File: src/rtl/frame_stream_pkg.sv
// Shared types, FIFO sizing and the per-pixel operation for frame_stream_reader.
// Optional BRIGHTNESS_MODE_EN enables the saturating brightness path in pixel_op.
package frame_stream_pkg;

  typedef enum logic [1:0] {
    MODE_PASS   = 2'd0,
    MODE_THRESH = 2'd1,
    MODE_INVERT = 2'd2,
    MODE_BRIGHT = 2'd3
  } mode_t;

  typedef enum logic [2:0] {IDLE, VSYNC, HSYNC, DATA, DRAIN} state_t;

  localparam int FIFO_DEPTH = 4;
  localparam int FIFO_CNT_W = $clog2(FIFO_DEPTH + 1);

  // Widest channel the pixel operation supports; callers zero-extend and truncate.
  localparam int CH_W = 16;

  typedef struct packed {
    logic [CH_W-1:0] b;
    logic [CH_W-1:0] g;
    logic [CH_W-1:0] r;
  } rgb_t;

`ifdef BRIGHTNESS_MODE_EN
  function automatic logic [CH_W-1:0] sat_add(input logic [CH_W-1:0] c,
                                               input logic signed [CH_W:0] offset,
                                               input logic [CH_W-1:0] max_val);
    logic signed [CH_W+1:0] s;
    s = signed'({2'b00, c}) + (CH_W+2)'(offset);
    if (s < 0) return '0;
    if (s > signed'({2'b00, max_val})) return max_val;
    return s[CH_W-1:0];
  endfunction
`endif

  function automatic rgb_t pixel_op(input mode_t mode,
                                    input logic [CH_W-1:0] r,
                                    input logic [CH_W-1:0] g,
                                    input logic [CH_W-1:0] b,
                                    input logic signed [CH_W:0] brightness,
                                    input logic [CH_W-1:0] max_val,
                                    input logic [CH_W+1:0] thresh3);
    rgb_t res;
    logic [CH_W+1:0] sum;
`ifndef BRIGHTNESS_MODE_EN
    logic unused_brightness;
    unused_brightness = ^brightness;
`endif
    res = '{b: b, g: g, r: r};
    sum = {2'b00, r} + {2'b00, g} + {2'b00, b};
    case (mode)
      MODE_THRESH: res = (sum >= thresh3) ? '{b: max_val, g: max_val, r: max_val} : '0;
      MODE_INVERT: res = '{b: max_val - b, g: max_val - g, r: max_val - r};
`ifdef BRIGHTNESS_MODE_EN
      MODE_BRIGHT: res = '{b: sat_add(b, brightness, max_val),
                           g: sat_add(g, brightness, max_val),
                           r: sat_add(r, brightness, max_val)};
`endif
      default: ;
    endcase
    return res;
  endfunction

endpackage

File: src/rtl/frame_stream_fifo.sv
// Four-entry synchronous FIFO for processed beats plus their line/frame tags.
module frame_stream_fifo
  import frame_stream_pkg::*;
#(
  parameter int WIDTH = 8
) (
  input  logic                  clk,
  input  logic                  reset,
  input  logic                  wr_en,
  input  logic [WIDTH-1:0]      wr_data,
  input  logic                  rd_en,
  output logic [WIDTH-1:0]      rd_data,
  output logic [FIFO_CNT_W-1:0] count
);

  localparam int PTR_W = $clog2(FIFO_DEPTH);

  logic [WIDTH-1:0] mem [FIFO_DEPTH];
  logic [PTR_W-1:0] wr_ptr, rd_ptr;
  logic             push, pop;

  assign push = wr_en && (count != FIFO_CNT_W'(FIFO_DEPTH));
  assign pop  = rd_en && (count != '0);

  // NOTE: storage is deliberately not reset; count alone decides which entries are valid.
  always_ff @(posedge clk) begin
    if (push) mem[wr_ptr] <= wr_data;
  end

  // NOTE: state registers use non-blocking assignments so every flop samples pre-edge values.
  always_ff @(posedge clk) begin
    if (reset) begin
      wr_ptr <= '0;
      rd_ptr <= '0;
      count  <= '0;
    end else begin
      if (push) wr_ptr <= wr_ptr + 1'b1;
      if (pop)  rd_ptr <= rd_ptr + 1'b1;
      count <= count + FIFO_CNT_W'(push) - FIFO_CNT_W'(pop);
    end
  end

  assign rd_data = mem[rd_ptr];

endmodule

File: src/rtl/frame_stream_reader.sv
// Streams a stored RGB frame with sync timing, per-pixel ops and a credit-limited output FIFO.
// Define BRIGHTNESS_MODE_EN to make mode 3 a saturating brightness offset (otherwise pass).
module frame_stream_reader
  import frame_stream_pkg::*;
#(
  parameter int IMAGE_WIDTH    = 768,
  parameter int IMAGE_HEIGHT   = 512,
  parameter int DATA_WIDTH     = 8,
  parameter int PIXELS_PER_CLK = 2,
  parameter int START_DELAY    = 100,
  parameter int HSYNC_DELAY    = 160,
  parameter int THRESHOLD      = 90
) (
  input  logic                                   clk,
  input  logic                                   reset,
  input  logic                                   start,
  input  logic [1:0]                             mode,
  input  logic signed [DATA_WIDTH:0]             brightness,
  output logic                                   mem_rd_en,
  output logic [$clog2(IMAGE_WIDTH*IMAGE_HEIGHT/PIXELS_PER_CLK)-1:0] mem_addr,
  input  logic [3*PIXELS_PER_CLK*DATA_WIDTH-1:0] mem_rd_data,
  output logic                                   out_valid,
  input  logic                                   out_ready,
  output logic [3*PIXELS_PER_CLK*DATA_WIDTH-1:0] out_data,
  output logic                                   out_sol,
  output logic                                   out_eol,
  output logic                                   out_eof,
  output logic                                   vertical_pulse,
  output logic                                   busy,
  output logic                                   done_flag
);

  localparam int PIX_W  = 3 * PIXELS_PER_CLK * DATA_WIDTH;
  localparam int ADDR_W = $clog2(IMAGE_WIDTH * IMAGE_HEIGHT / PIXELS_PER_CLK);
  localparam int BEATS  = IMAGE_WIDTH / PIXELS_PER_CLK;
  localparam int XW     = (BEATS > 1) ? $clog2(BEATS) : 1;
  localparam int YW     = (IMAGE_HEIGHT > 1) ? $clog2(IMAGE_HEIGHT) : 1;
  localparam int CW     = $clog2(((START_DELAY > HSYNC_DELAY) ? START_DELAY : HSYNC_DELAY) + 1);
  localparam logic [CH_W-1:0] MAX_VAL = CH_W'((1 << DATA_WIDTH) - 1);
  localparam logic [CH_W+1:0] THRESH3 = (CH_W+2)'(3 * THRESHOLD);

  state_t                    state;
  mode_t                     mode_q;
  logic signed [DATA_WIDTH:0] bright_q;
  logic [XW-1:0]             beat_idx;
  logic [YW-1:0]             line_idx;
  logic [CW-1:0]             delay_cnt;
  logic [ADDR_W-1:0]         rd_addr;
  logic                      p1_valid, p1_sol, p1_eol, p1_eof;
  logic [FIFO_CNT_W-1:0]     fifo_count;
  logic [PIX_W+2:0]          head;
  logic [PIX_W-1:0]          proc;
  logic                      rd_fire, last_beat, last_line;

  // A read may issue only if the FIFO can absorb it alongside the beat already in flight.
  assign rd_fire   = (state == DATA) && ((int'(fifo_count) + int'(p1_valid)) < FIFO_DEPTH);
  assign last_beat = (beat_idx == XW'(BEATS - 1));
  assign last_line = (line_idx == YW'(IMAGE_HEIGHT - 1));

  always_ff @(posedge clk) begin
    if (reset) begin
      state     <= IDLE;
      mode_q    <= MODE_PASS;
      bright_q  <= '0;
      beat_idx  <= '0;
      line_idx  <= '0;
      delay_cnt <= '0;
      rd_addr   <= '0;
      p1_valid  <= 1'b0;
      p1_sol    <= 1'b0;
      p1_eol    <= 1'b0;
      p1_eof    <= 1'b0;
    end else begin
      p1_valid <= rd_fire;
      p1_sol   <= rd_fire && (beat_idx == '0);
      p1_eol   <= rd_fire && last_beat;
      p1_eof   <= rd_fire && last_beat && last_line;
      case (state)
        IDLE: if (start) begin
          state     <= VSYNC;
          delay_cnt <= '0;
          beat_idx  <= '0;
          line_idx  <= '0;
          rd_addr   <= '0;
          mode_q    <= mode_t'(mode);
          bright_q  <= brightness;
        end
        VSYNC: if (delay_cnt == CW'(START_DELAY - 1)) begin
          delay_cnt <= '0;
          state     <= HSYNC;
        end else delay_cnt <= delay_cnt + 1'b1;
        HSYNC: if (delay_cnt == CW'(HSYNC_DELAY - 1)) begin
          delay_cnt <= '0;
          state     <= DATA;
        end else delay_cnt <= delay_cnt + 1'b1;
        DATA: if (rd_fire) begin
          rd_addr <= rd_addr + 1'b1;
          if (last_beat) begin
            beat_idx <= '0;
            if (last_line) state <= DRAIN;
            else begin
              line_idx <= line_idx + 1'b1;
              state    <= HSYNC;
            end
          end else beat_idx <= beat_idx + 1'b1;
        end
        DRAIN: if (done_flag) state <= IDLE;
        default: state <= IDLE;
      endcase
    end
  end

  for (genvar i = 0; i < PIXELS_PER_CLK; i++) begin : g_pix
    localparam int BASE = i * 3 * DATA_WIDTH;
    rgb_t px;
    logic unused_px;
    assign px = pixel_op(mode_q,
                         CH_W'(mem_rd_data[BASE +: DATA_WIDTH]),
                         CH_W'(mem_rd_data[BASE + DATA_WIDTH +: DATA_WIDTH]),
                         CH_W'(mem_rd_data[BASE + 2*DATA_WIDTH +: DATA_WIDTH]),
                         (CH_W+1)'(bright_q), MAX_VAL, THRESH3);
    assign proc[BASE +: 3*DATA_WIDTH] = {px.b[DATA_WIDTH-1:0], px.g[DATA_WIDTH-1:0],
                                         px.r[DATA_WIDTH-1:0]};
    assign unused_px = ^px;
  end

  frame_stream_fifo #(.WIDTH(PIX_W + 3)) u_fifo (
    .clk     (clk),
    .reset   (reset),
    .wr_en   (p1_valid),
    .wr_data ({p1_eof, p1_eol, p1_sol, proc}),
    .rd_en   (out_ready),
    .rd_data (head),
    .count   (fifo_count)
  );

  // Stale FIFO storage must never leak onto the outputs while nothing is queued.
  assign out_valid = (fifo_count != '0);
  assign {out_eof, out_eol, out_sol, out_data} = out_valid ? head : '0;
  assign done_flag      = out_valid && out_ready && out_eof;
  assign mem_rd_en      = rd_fire;
  assign mem_addr       = rd_addr;
  assign vertical_pulse = (state == VSYNC);
  assign busy           = (state != IDLE);

endmodule

File: config.mk
export PLATFORM = sky130hd
export DESIGN_NAME = frame_stream_reader
export DESIGN_NICKNAME = d
export VERILOG_FILES = /design/src/rtl/frame_stream_pkg.sv /design/src/rtl/frame_stream_fifo.sv /design/src/rtl/frame_stream_reader.sv
export SDC_FILE = /design/constraint.sdc
export NUM_CORES = 1
export LEC_CHECK = 0
export ABC_AREA = 1
export CORE_MARGIN = 2
export CORE_UTILIZATION = 43
export CTS_BUF_LIST = sky130_fd_sc_hd__clkbuf_16
export CTS_CLUSTER_SIZE = 28
export DETAILED_ROUTE_END_ITERATION = 16
export HOLD_SLACK_MARGIN = 0.06
export PLACE_DENSITY = 0.65
export SLEW_MARGIN = 20
export SYNTH_ARGS = -nofsm -noshare
export SYNTH_HDL_FRONTEND = slang
export SYNTH_HIERARCHICAL = 1
export SYNTH_SLANG_ARGS = --single-unit
export TNS_END_PERCENT = 100
File: constraint.sdc
create_clock -name clk -period 3.7 [get_ports clk]
set_input_delay 0.925 -clock clk [delete_from_list [all_inputs] [get_ports clk]]
set_output_delay 0.925 -clock clk [all_outputs]
set_load 0.02 [all_outputs]
==> reports/metrics.csv, run 1 <==
stage;metric;value;unit
floorplan;initial_core_util;43.6;%
synthesis;ys_seq_area_share;55.2;%
worst_setup_path;end_kind;primary output;
run_status;status;finished clean;
floorplan;die_y;180;um
synthesis;synth-async-reset-ratio;0;%
place;dp.cells;1982;
global_route;overflow;0;
timing;max_freq;0.278;GHz
clocking;worstSkewPairLatency;540;ps
synthesis;ys_seq_elements;266;
timing;slew_violations;0;
synthesis;syn_area;13300;sq um
synthesis;synth_cell_types;45;
power;power.leakage;6.54;nW
detailed_routing;drt-pass1-iter-count;7;
clocking;cts_tree;yes;
synthesis;yosys_warnings;6;
floorplan;io_pins;137;
timing;clock_skew;13.3;ps
global_route;grt_use_total;19.3;%
clocking;cts.sinks;266;
synthesis;ys.flop_type;edfxtp_1;
worst_setup_path;reg2reg_slack;1140;ps
clocking;cts_root_buf;clkbuf_16;
place;place_congestion;0.863;
power;power_density;753;nW/um^2
floorplan;die_area;32400;sq um
global_route;grt_max_degree;73;
timing;max-slew-margin-rel;27.6;%
clocking;htreeDepth;1;
place;hpwl;20900;um
global_route;grt_pass1_vias;10100;
layout;final_core_util;53.7;%
synthesis;synth_top_area_share;45.9;%
timing;rsz0062_at_grt;true;
layout;fillers;2746;
floorplan;core.rowCount;64;
timing;fin_crit;3590;ps
worst_setup_path;cp.arrival;2670;ps
run;drv_cap;0;
detailed_routing;routed_wl;32500;um
timing;hold_violations;0;
worst_setup_path;required;2770;ps
floorplan;coreArea;30600;sq um
worst_setup_path;worst_setup_path_start_kind;flip-flop;
global_route;antenna_found_initial;3;
detailed_routing;wire_per_inst;16.0;um
place;port_buffers;127;
clocking;cts_buffers;28;
layout;instances_no_fill;2039;
synthesis;postSynthCellCount;1449;
timing;finalSetupViolCount;0;
worst_setup_path;critical_path_class;reg -> out;
timing;fin_crit_sh;97.1;%
synthesis;synth_top_area_cell;edfxtp_1;
global_route;grt_pass1_wl;51400;um
floorplan;dieWidth;180;um
synthesis;synth_edf_count;204;
synthesis;avgSynthCellArea;9.20;sq um
synthesis;synth_nets;1559;
detailed_routing;via_per_inst;5.20;
clocking;clockBufferDepth;3;
worst_setup_path;cp_max_fo;28;
detailed_routing;drcViolationCount;0;
detailed_routing;drt_iter0_markers;599;
clocking;clk_pin_slew;60;ps
synthesis;synthTopCellsByArea;edfxtp_1 (46%), dfxtp_1 (9.3%), nor2_1 (7.3%), inv_1 (5.7%), a21oi_1 (5.4%);
layout;drive_above_1_share;10.7;%
layout;layout.nets;1731;
hold_path;hp-class;reg -> reg;
power;peakVddDrop;0.461;mV
detailed_routing;via_count;10600;
timing;worst_slew_pin_slew;1090;ps
detailed_routing;drtAntennaViolNets;0;
layout;area_delta_synth_final;23.2;%
clocking;holdBufCountCts;0;
-- cells in the final DEF, fill, tap and decap left out, types with 31 or more instances in the layout --
master	count
buf_4	64
nand2_1	141
a21oi_1	127
clkbuf_16	31
nand3_1	51
o21ai_0	52
dfxtp_1	60
o22ai_1	51
nor2_1	256
clkdlybuf4s50_1	125
edfxtp_1	204
inv_1	207
o21ai_1	71
-- metrics by stage --
stage | power, mW | setup TNS, ps | area [sq um] | setup slack [ps] | hold slack (ps)
floorplan | 7.64 | 0 | 13300 | 341 | 436
global placement | 9.42 | -56990 | 15400 | -362 | 448
detailed placement | 9.54 | -68460 | 15400 | -417 | 460
CTS | 12.2 | 0 | 16200 | 14.1 | 470
global route | 13.1 | -611 | 16400 | -29.4 | 480
finish | 12.4 | 0 | 16400 | 106 | 469
-- synth_stat cells, types with 2 or more instances --
cell type	count
xor2_1	8
buf_6	14
inv_2	8
nand2_4	4
o21ai_1	71
o22ai_1	51
nor4_1	6
nand2_2	5
buf_2	12
o21ai_0	52
nor2_1	260
dfxtp_1	62
nor3_1	18
a21o_1	2
clkbuf_2	2
ha_1	28
o21a_1	2
buf_4	5
a31oi_1	2
a211oi_1	2
nand3_1	51
a21oi_1	143
fa_1	19
clkbuf_1	29
nand4_1	19
nor2_2	2
nor3_2	2
inv_1	203
edfxtp_1	204
nor3b_1	3
nand3b_1	2
nor2_4	2
nand2_1	143
o211ai_1	2
-- path summary, 6_finish.rpt --
| path | from | end | depth (start not counted) |
|---|---|---|---|
| worst max-delay path | flip-flop | out_data[14] | 6 |
| worst min-delay path | line_idx[2]$_SDFFE_PP0P_ | line_idx[2]$_SDFFE_PP0P_ | 2 |
| worst max register to register | u_fifo/count[1]$_SDFF_PP0_ | u_fifo/count[2]$_SDFF_PP0_ | 11 |
| worst min register to register | line_idx[2]$_SDFFE_PP0P_ | line_idx[2]$_SDFFE_PP0P_ | 2 |
-- per-layer routing --
layer | GRT usage (%) | vias to the layer above | routed length (um)
met5 | 0 | - | 27
met4 | 6.13 | 4 | 769
met3 | 3.17 | 64 | 1830
met2 | 32.6 | 269 | 15600
met1 | 25.5 | 5048 | 14300
li1 | - | 5222 | -
-- worst max-delay path, cell delays in order, from the launching register on --
cell	delay [ps]
dfxtp_2	520
buf_6	310
o21ai_0	150
o22ai_1	170
inv_1	50
nor2_1	250
clkdlybuf4s50_1	670
-- power by group --
| group | total, mW | leakage [nW] | switching, mW | internal (mW) |
|---|---|---|---|---|
| registers | 4.11 | 2.34 | 0.107 | 4.00 |
| clock network | 2.68 | 0.463 | 1.13 | 1.55 |
| logic | 5.59 | 3.73 | 3.62 | 1.97 |
| total | 12.4 | 6.54 | 4.85 | 7.52 |
-- layout make-up --
cell class                      count  area (sq um)  area share [%]
Antenna cell                        1          2.50          0.0152
Clock buffer                       29           726            4.42
Clock inverter                     22           158           0.959
Inverter                          213           805            4.90
Multi-Input combinational cell    908          4900            29.8
Sequential cell                   266          7370            44.9
Tap cell                          396           495            3.02
Timing Repair Buffer              204          1970            12.0
-- registers in the layout, summed over array words and instances, names as in the netlist, 2 cells and up, named ones only --
| name | flops |
|---|---|
| u_fifo/mem | 204 |
| line_idx | 9 |
| u_fifo/count | 3 |
| delay_cnt | 8 |
| u_fifo/rd_ptr | 2 |
| mode_q | 2 |
| u_fifo/wr_ptr | 2 |
| mem_addr | 18 |
| beat_idx | 9 |
| state | 3 |
-- kinds of logic (layout without fill, tap and decap cells) --
kind of cell	Yosys count	in the layout	share of synthesized area, %
xor gates and xnor gates	8	8	0.525
adders and majority gates	47	47	5.48
DFF	266	266	55.2
buffers and inverters	275	468	8.81
and+or+nand+nor	522	522	16.8
other	0	1	0
AOI/OAI and AO/OA	331	331	13.2
-- what timing repair did --
| item | 4_1_cts | 5_1_grt |
|---|---|---|
| gates resized for setup | 0 | 36 |
| setup endpoints to repair | 0 | 182 |
| setup buffers | 0 | 2 |
Note: power is estimated with default switching activity, not from simulation.
==> inputs of run 2 (changes only) <==
Settings changed: CTS_BUF_LIST sky130_fd_sc_hd__clkbuf_16 to unset, CTS_CLUSTER_DIAMETER set to 150.
==> run 2 against run 1 <==
Die area is the same. Non-clock buffer count is 1 higher. Clock power shrank 42%. Sequential power is essentially flat. First-iteration DRC count grew 18%. Global-route usage is 0.23 points lower. Cell count fell by 1.6%. Final area shrank 2.8%. Fmax is 1.1% higher. Via count shrank 1.7%. Core utilization shrank 1.5 points. Clock skew up 7.5 ps. Largest cell class unchanged.
==> reports/metrics.csv, run 2 (synthesis results as in run 1) <==
stage;metric;value;unit
detailed_routing;drcViolationCount;0;
place;place_area;15400;sq um
worst_setup_path;end_kind;primary output;
clocking;worstSkewPairLatency;480;ps
timing;fin_crit;3560;ps
clocking;clockBufferDepth;3;
place;post-place-ws;-417;ps
floorplan;io_pins;137;
detailed_routing;via_count;10400;
floorplan;initial_core_util;43.6;%
global_route;antenna_found_initial;3;
clocking;cts_buffers;13;
worst_setup_path;cp_max_fo;28;
detailed_routing;via_per_inst;5.20;
global_route;overflow;0;
floorplan;coreArea;30600;sq um
layout;drive_above_1_share;9.88;%
power;pwr-share-clk;13.7;%
timing;setup_ws;144;ps
place;hpwl;20900;um
power;power_density;707;nW/um^2
power;finalPower;11.3;mW
clocking;cts.sinks;266;
layout;area_delta_synth_final;19.7;%
clocking;clk_pin_slew;110;ps
run_status;status;finished clean;
detailed_routing;drt-pass1-iter-count;7;
timing;hold_violations;0;
layout;design_area;16000;sq um
layout;layout.nets;1717;
hold_path;hp-class;reg -> reg;
detailed_routing;drtAntennaViolNets;0;
timing;worst_slew_pin_slew;1090;ps
clocking;cts_root_buf;clkbuf_16;
timing;clock_skew;20.8;ps
layout;regMostFlops;u_fifo/mem;
timing;fin_crit_sh;96.1;%
global_route;grt_pass1_vias;9870;
clocking;cts_tree;yes;
place;port_buffers;127;
timing;finalSetupViolCount;0;
worst_setup_path;worst_setup_path_start_kind;flip-flop;
detailed_routing;wire_per_inst;16.0;um
power;power.leakage;6.30;nW
global_route;grt_use_total;19.1;%
floorplan;dieWidth;180;um
clocking;htreeDepth;1;
power;netSwitchingFraction;41.0;%
layout;final_common_cell;nor2_1;
layout;final_core_util;52.2;%
global_route;grt_max_degree;73;
detailed_routing;routed_wl;32000;um
layout;mostFrequentLayoutCells;nor2_1 (256), edfxtp_1 (204), inv_1 (197), nand2_1 (140), a21oi_1 (123);
global_route;grt_pass1_wl;50600;um
timing;slew_violations;0;
power;peakVddDrop;0.476;mV
layout;largest_reg_flops;204;
run;drv_cap;0;
layout;fillers;2775;
worst_setup_path;required;2770;ps
power;seq_power_share;36.3;%
power;p_int;6.66;mW
floorplan;core.rowCount;64;
timing;max-slew-margin-rel;27.4;%
clocking;holdBufCountCts;0;
place;place_congestion;0.863;
worst_setup_path;cp.arrival;2630;ps
power;power_frac_comb;49.9;%
floorplan;die_area;32400;sq um
floorplan;die_y;180;um
worst_setup_path;critical_path_class;reg -> out;
power;p_switching;4.63;mW
detailed_routing;drt_iter0_markers;708;
timing;max_freq;0.281;GHz
## run 2: cell types whose count changed in the layout (fill, tap and decap cells not counted), moves of 2 or more
cell,change
clkinv_2,-8
clkbuf_1,+3
inv_1,-10
dlymetal6s2s_1,+4
clkbuf_16,-15
a21oi_1,-4
clkinv_1,-3
clkdlybuf4s50_1,-4
a21oi_2,+4
inv_2,+3
bufinv_16,-2
clkinv_4,-2
## run 2: path summary, 6_finish.rpt
kind / from / end / slack (ps) / cells past startpoint
max: flip-flop / out_data[14] / 140 / 6
min: line_idx[2]$_SDFFE_PP0P_ / line_idx[2]$_SDFFE_PP0P_ / 480 / 2
max reg2reg: u_fifo/count[1]$_SDFF_PP0_ / u_fifo/count[2]$_SDFF_PP0_ / 1130 / 11
min reg2reg: line_idx[2]$_SDFFE_PP0P_ / line_idx[2]$_SDFFE_PP0P_ / 480 / 2
## run 2: power by group through the flow
stage | Clock, mW | Sequential, mW | Combinational [mW]
after floorplan | 0 | 4.13 | 3.51
after detailed placement | 0 | 4.18 | 5.36
after CTS | 1.61 | 4.11 | 5.38
after global routing | 1.71 | 4.12 | 6.21
after global placement | 0 | 4.18 | 5.24
final | 1.55 | 4.10 | 5.64
## run 2: per-layer routing
| layer | track usage [%] | vias to the layer above | wire (um) |
|---|---|---|---|
| li1 | - | 5168 | - |
| met1 | 25.5 | 4942 | 14300 |
| met2 | 32.6 | 266 | 15300 |
| met3 | 2.77 | 51 | 1730 |
| met4 | 4.87 | 4 | 673 |
| met5 | 0 | - | 27 |
## run 2: critical path, stage by stage, from the launching register on
cell             delay (ps)
dfxtp_2                 530
buf_6                   310
o21ai_0                 150
o22ai_1                 170
inv_1                    50
nor2_1                  260
clkdlybuf4s50_1         670
## run 2: per-stage QoR
step	std cells	hold WS (ps)	TNS, ps
3_3_place_gp	1982	448	-56990
2_1_floorplan	1449	436	0
4_1_cts	1999	478	0
5_1_grt	2006	494	-221
3_5_place_dp	1982	460	-68460
6_report	2006	478	0
## run 2: cell type report
class / count / area (sq um) / share of cell area, %
clock inverter: 1 / 16.3 / 0.102
timing repair buffer: 205 / 2010 / 12.6
inverter: 213 / 806 / 5.05
tap: 396 / 495 / 3.10
sequential: 266 / 7370 / 46.2
multi-input combinational: 908 / 4930 / 30.9
antenna: 1 / 2.50 / 0.0157
clock buffer: 16 / 337 / 2.11
## run 2: repair_timing
action | 4_1_cts | 5_1_grt
endpoints found under the setup margin | 0 | 202
hold endpoints to repair | 0 | 0
resized for setup | 0 | 50
setup buffers | 0 | 2
==> inputs of run 3 (changes only) <==
Settings changed: PLACE_DENSITY 0.65 to unset, PLACE_DENSITY_LB_ADDON set to 0.25.
==> run 3 against run 2 <==
Sequential share of layout area is 0.30 points lower. Clock skew is 2.1 ps higher. Fmax down 0.71%. Count of clock-buffer cells in the layout did not move. Final area increased by 0.70%. Combinational power up 3%. Critical path type is now in -> reg. Largest power group unchanged. Highest routed layer is now met4.
==> reports/metrics.csv, run 3 (synthesis results as in run 1) <==
stage;metric;value;unit
worst_setup_path;cp_max_fo;5;
layout;largest_reg_flops;204;
power;p_switching;4.72;mW
worst_setup_path;cp_cell_sequence;clkdlybuf4s50_1 > inv_1 > fa_1 > inv_1 > ha_2 > inv_1 > fa_2 > nor2_1 > nand3_1 > nand3_1 > nor2_1 > nand3_1 > nand2_1 > nand2_1 > nand2_4 > clkbuf_16 > a21oi_1;
worst_setup_path;required;3980;ps
hold_path;min_from;line_idx[2]$_SDFFE_PP0P_;
timing;hold_violations;0;
worst_setup_path;end_kind;flip-flop;
power;power_frac_comb;50.8;%
worst_setup_path;critical_path_class;in -> reg;
detailed_routing;drt_iter0_markers;739;
worst_setup_path;cp_num_buf_inv;5;
layout;layout.nets;1715;
global_route;grt_max_degree;55;
worst_setup_path;r2r-start;u_fifo/count[1]$_SDFF_PP0_;
power;finalPower;11.5;mW
detailed_routing;wire_per_inst;16.1;um
layout;regMostFlops;u_fifo/mem;
global_route;grt_pass1_vias;9926;
clocking;clockBufferDepth;3;
worst_setup_path;path_depth;17;
timing;max-slew-margin-rel;54.7;%
timing;hold_ws;467;ps
hold_path;min_delay_worst_endpoint;line_idx[2]$_SDFFE_PP0P_;
clocking;post_cts_resized;0;
clocking;clk_pin_slew;110;ps
place;port_buffers;127;
worst_setup_path;critPathTopFamily;adder cells;
clocking;cts_buffers;13;
worst_setup_path;timing.rr.end;u_fifo/count[2]$_SDFF_PP0_;
power;power_density;714;nW/um^2
detailed_routing;drtAntennaViolNets;0;
floorplan;dieWidth;180;um
power;peakVddDrop;0.459;mV
worst_setup_path;worst_setup_path_start_kind;primary input;
floorplan;io_pins;137;
worst_setup_path;reg2regPathDepth;11;
timing;max_freq;0.279;GHz
global_route;grt_pass1_wl;51500;um
power;power.leakage;6.27;nW
floorplan;die_y;180;um
worst_setup_path;cpPeakStageDelay;490;ps
worst_setup_path;reg2reg_slack;1110;ps
global_route;antenna_found_initial;1;
hold_path;hp-class;reg -> reg;
clocking;cts_root_buf;clkbuf_16;
power;seq_power_share;35.7;%
detailed_routing;routed_wl;32300;um
clocking;cts_setup_buffers;0;
timing;fin_crit_sh;96.8;%
clocking;holdBufCountCts;0;
floorplan;die_area;32400;sq um
floorplan;core.rowCount;64;
place;hpwl;21400;um
layout;mostFrequentLayoutCells;nor2_1 (256), edfxtp_1 (204), inv_1 (200), nand2_1 (140), clkdlybuf4s50_1 (126);
clocking;worstSkewPairLatency;490;ps
layout;area_delta_synth_final;20.5;%
global_route;grt_use_total;19.4;%
timing;slew_violations;0;
hold_path;whs_path_depth;2;
clocking;htreeDepth;1;
worst_setup_path;cp_slowest_cell;clkdlybuf4s50_1;
run;drv_cap;0;
clocking;cts_tree;yes;
timing;setup_ws;118;ps
timing;worst_slew_pin_slew;679;ps
detailed_routing;drcViolationCount;0;
place;place_congestion;0.846;
layout;final_core_util;52.6;%
floorplan;coreArea;30600;sq um
worst_setup_path;cp.arrival;3860;ps
timing;finalSetupViolCount;0;
place;place_area;15400;sq um
floorplan;initial_core_util;43.6;%
place;post-place-ws;-405;ps
clocking;cts.sinks;266;
layout;design_area;16100;sq um
detailed_routing;via_per_inst;5.19;
run_status;status;finished clean;
timing;clock_skew;23.0;ps
global_route;overflow;0;
timing;fin_crit;3580;ps
layout;drive_above_1_share;11.1;%
detailed_routing;drt-pass1-iter-count;5;
power;p_int;6.76;mW
power;pwr-share-clk;13.5;%
detailed_routing;via_count;10400;
power;netSwitchingFraction;41.1;%
layout;fillers;2756;
layout;final_common_cell;nor2_1;
[run 3: cell count changes in the layout (fill, tap and decap cells not counted), sizes merged]
cell,change
clkdlybuf4s50,+5
dlymetal6s2s,-5
buf,-3
clkbuf,+1
[run 3: per-layer routing]
metal / GRT usage (%) / wire [um] / vias to the layer above
met2: 33.9 / 15600 / 253
met1: 25.8 / 14400 / 4942
li1: - / - / 5172
met4: 4.48 / 715 / 0
met5: 0.148 / 0 / -
met3: 2.24 / 1580 / 38
[run 3: stage by stage]
step	std cells	TNS (ps)
6_report	2004	0
5_1_grt	2003	-109
4_1_cts	1998	0
3_5_place_dp	1981	-67360
3_3_place_gp	1981	-58990
2_1_floorplan	1449	0
[run 3: power by group through the flow]
stage | clock, mW | sequential (mW) | combinational [mW]
after floorplan | 0 | 4.13 | 3.51
after global placement | 0 | 4.16 | 5.27
after detailed placement | 0 | 4.16 | 5.40
after CTS | 1.60 | 4.09 | 5.42
after global routing | 1.70 | 4.11 | 6.44
final | 1.55 | 4.09 | 5.83
[run 3: how the worst max path moves through the flow]
stage / endpoint / from / slack, ps
after global placement: u_fifo/mem[0][25]$_DFFE_PP_ / mem_rd_data[25] / -340
after global routing: u_fifo/mem[3][38]$_DFFE_PP_ / mem_rd_data[33] / -30
after detailed placement: u_fifo/mem[2][47]$_DFFE_PP_ / mem_rd_data[25] / -410
final: u_fifo/mem[1][38]$_DFFE_PP_ / mem_rd_data[41] / 120
after CTS: out_sol / flip-flop / 40
after floorplan: u_fifo/mem[0][0]$_DFFE_PP_ / mem_rd_data[1] / 340
[run 3: layout make-up]
| cell class | instances | area [sq um] | area share (%) |
|---|---|---|---|
| diodes | 1 | 2.50 | 0.0156 |
| clock inverters | 1 | 16.3 | 0.101 |
| inverters | 213 | 803 | 5.00 |
| well taps | 396 | 495 | 3.08 |
| repair buffers | 203 | 2010 | 12.5 |
| flip-flops and latches | 266 | 7370 | 45.9 |
| multi-input cells | 908 | 5040 | 31.3 |
| clock buffers | 16 | 337 | 2.09 |
[run 3: tightest hold or removal path: cells and delay by family, from the launching register on]
kind | cells | cell delay [ps]
flip-flops | 1 | 340
buffers and inverters | 1 | 50
AO/OA/AOI/OAI | 1 | 50
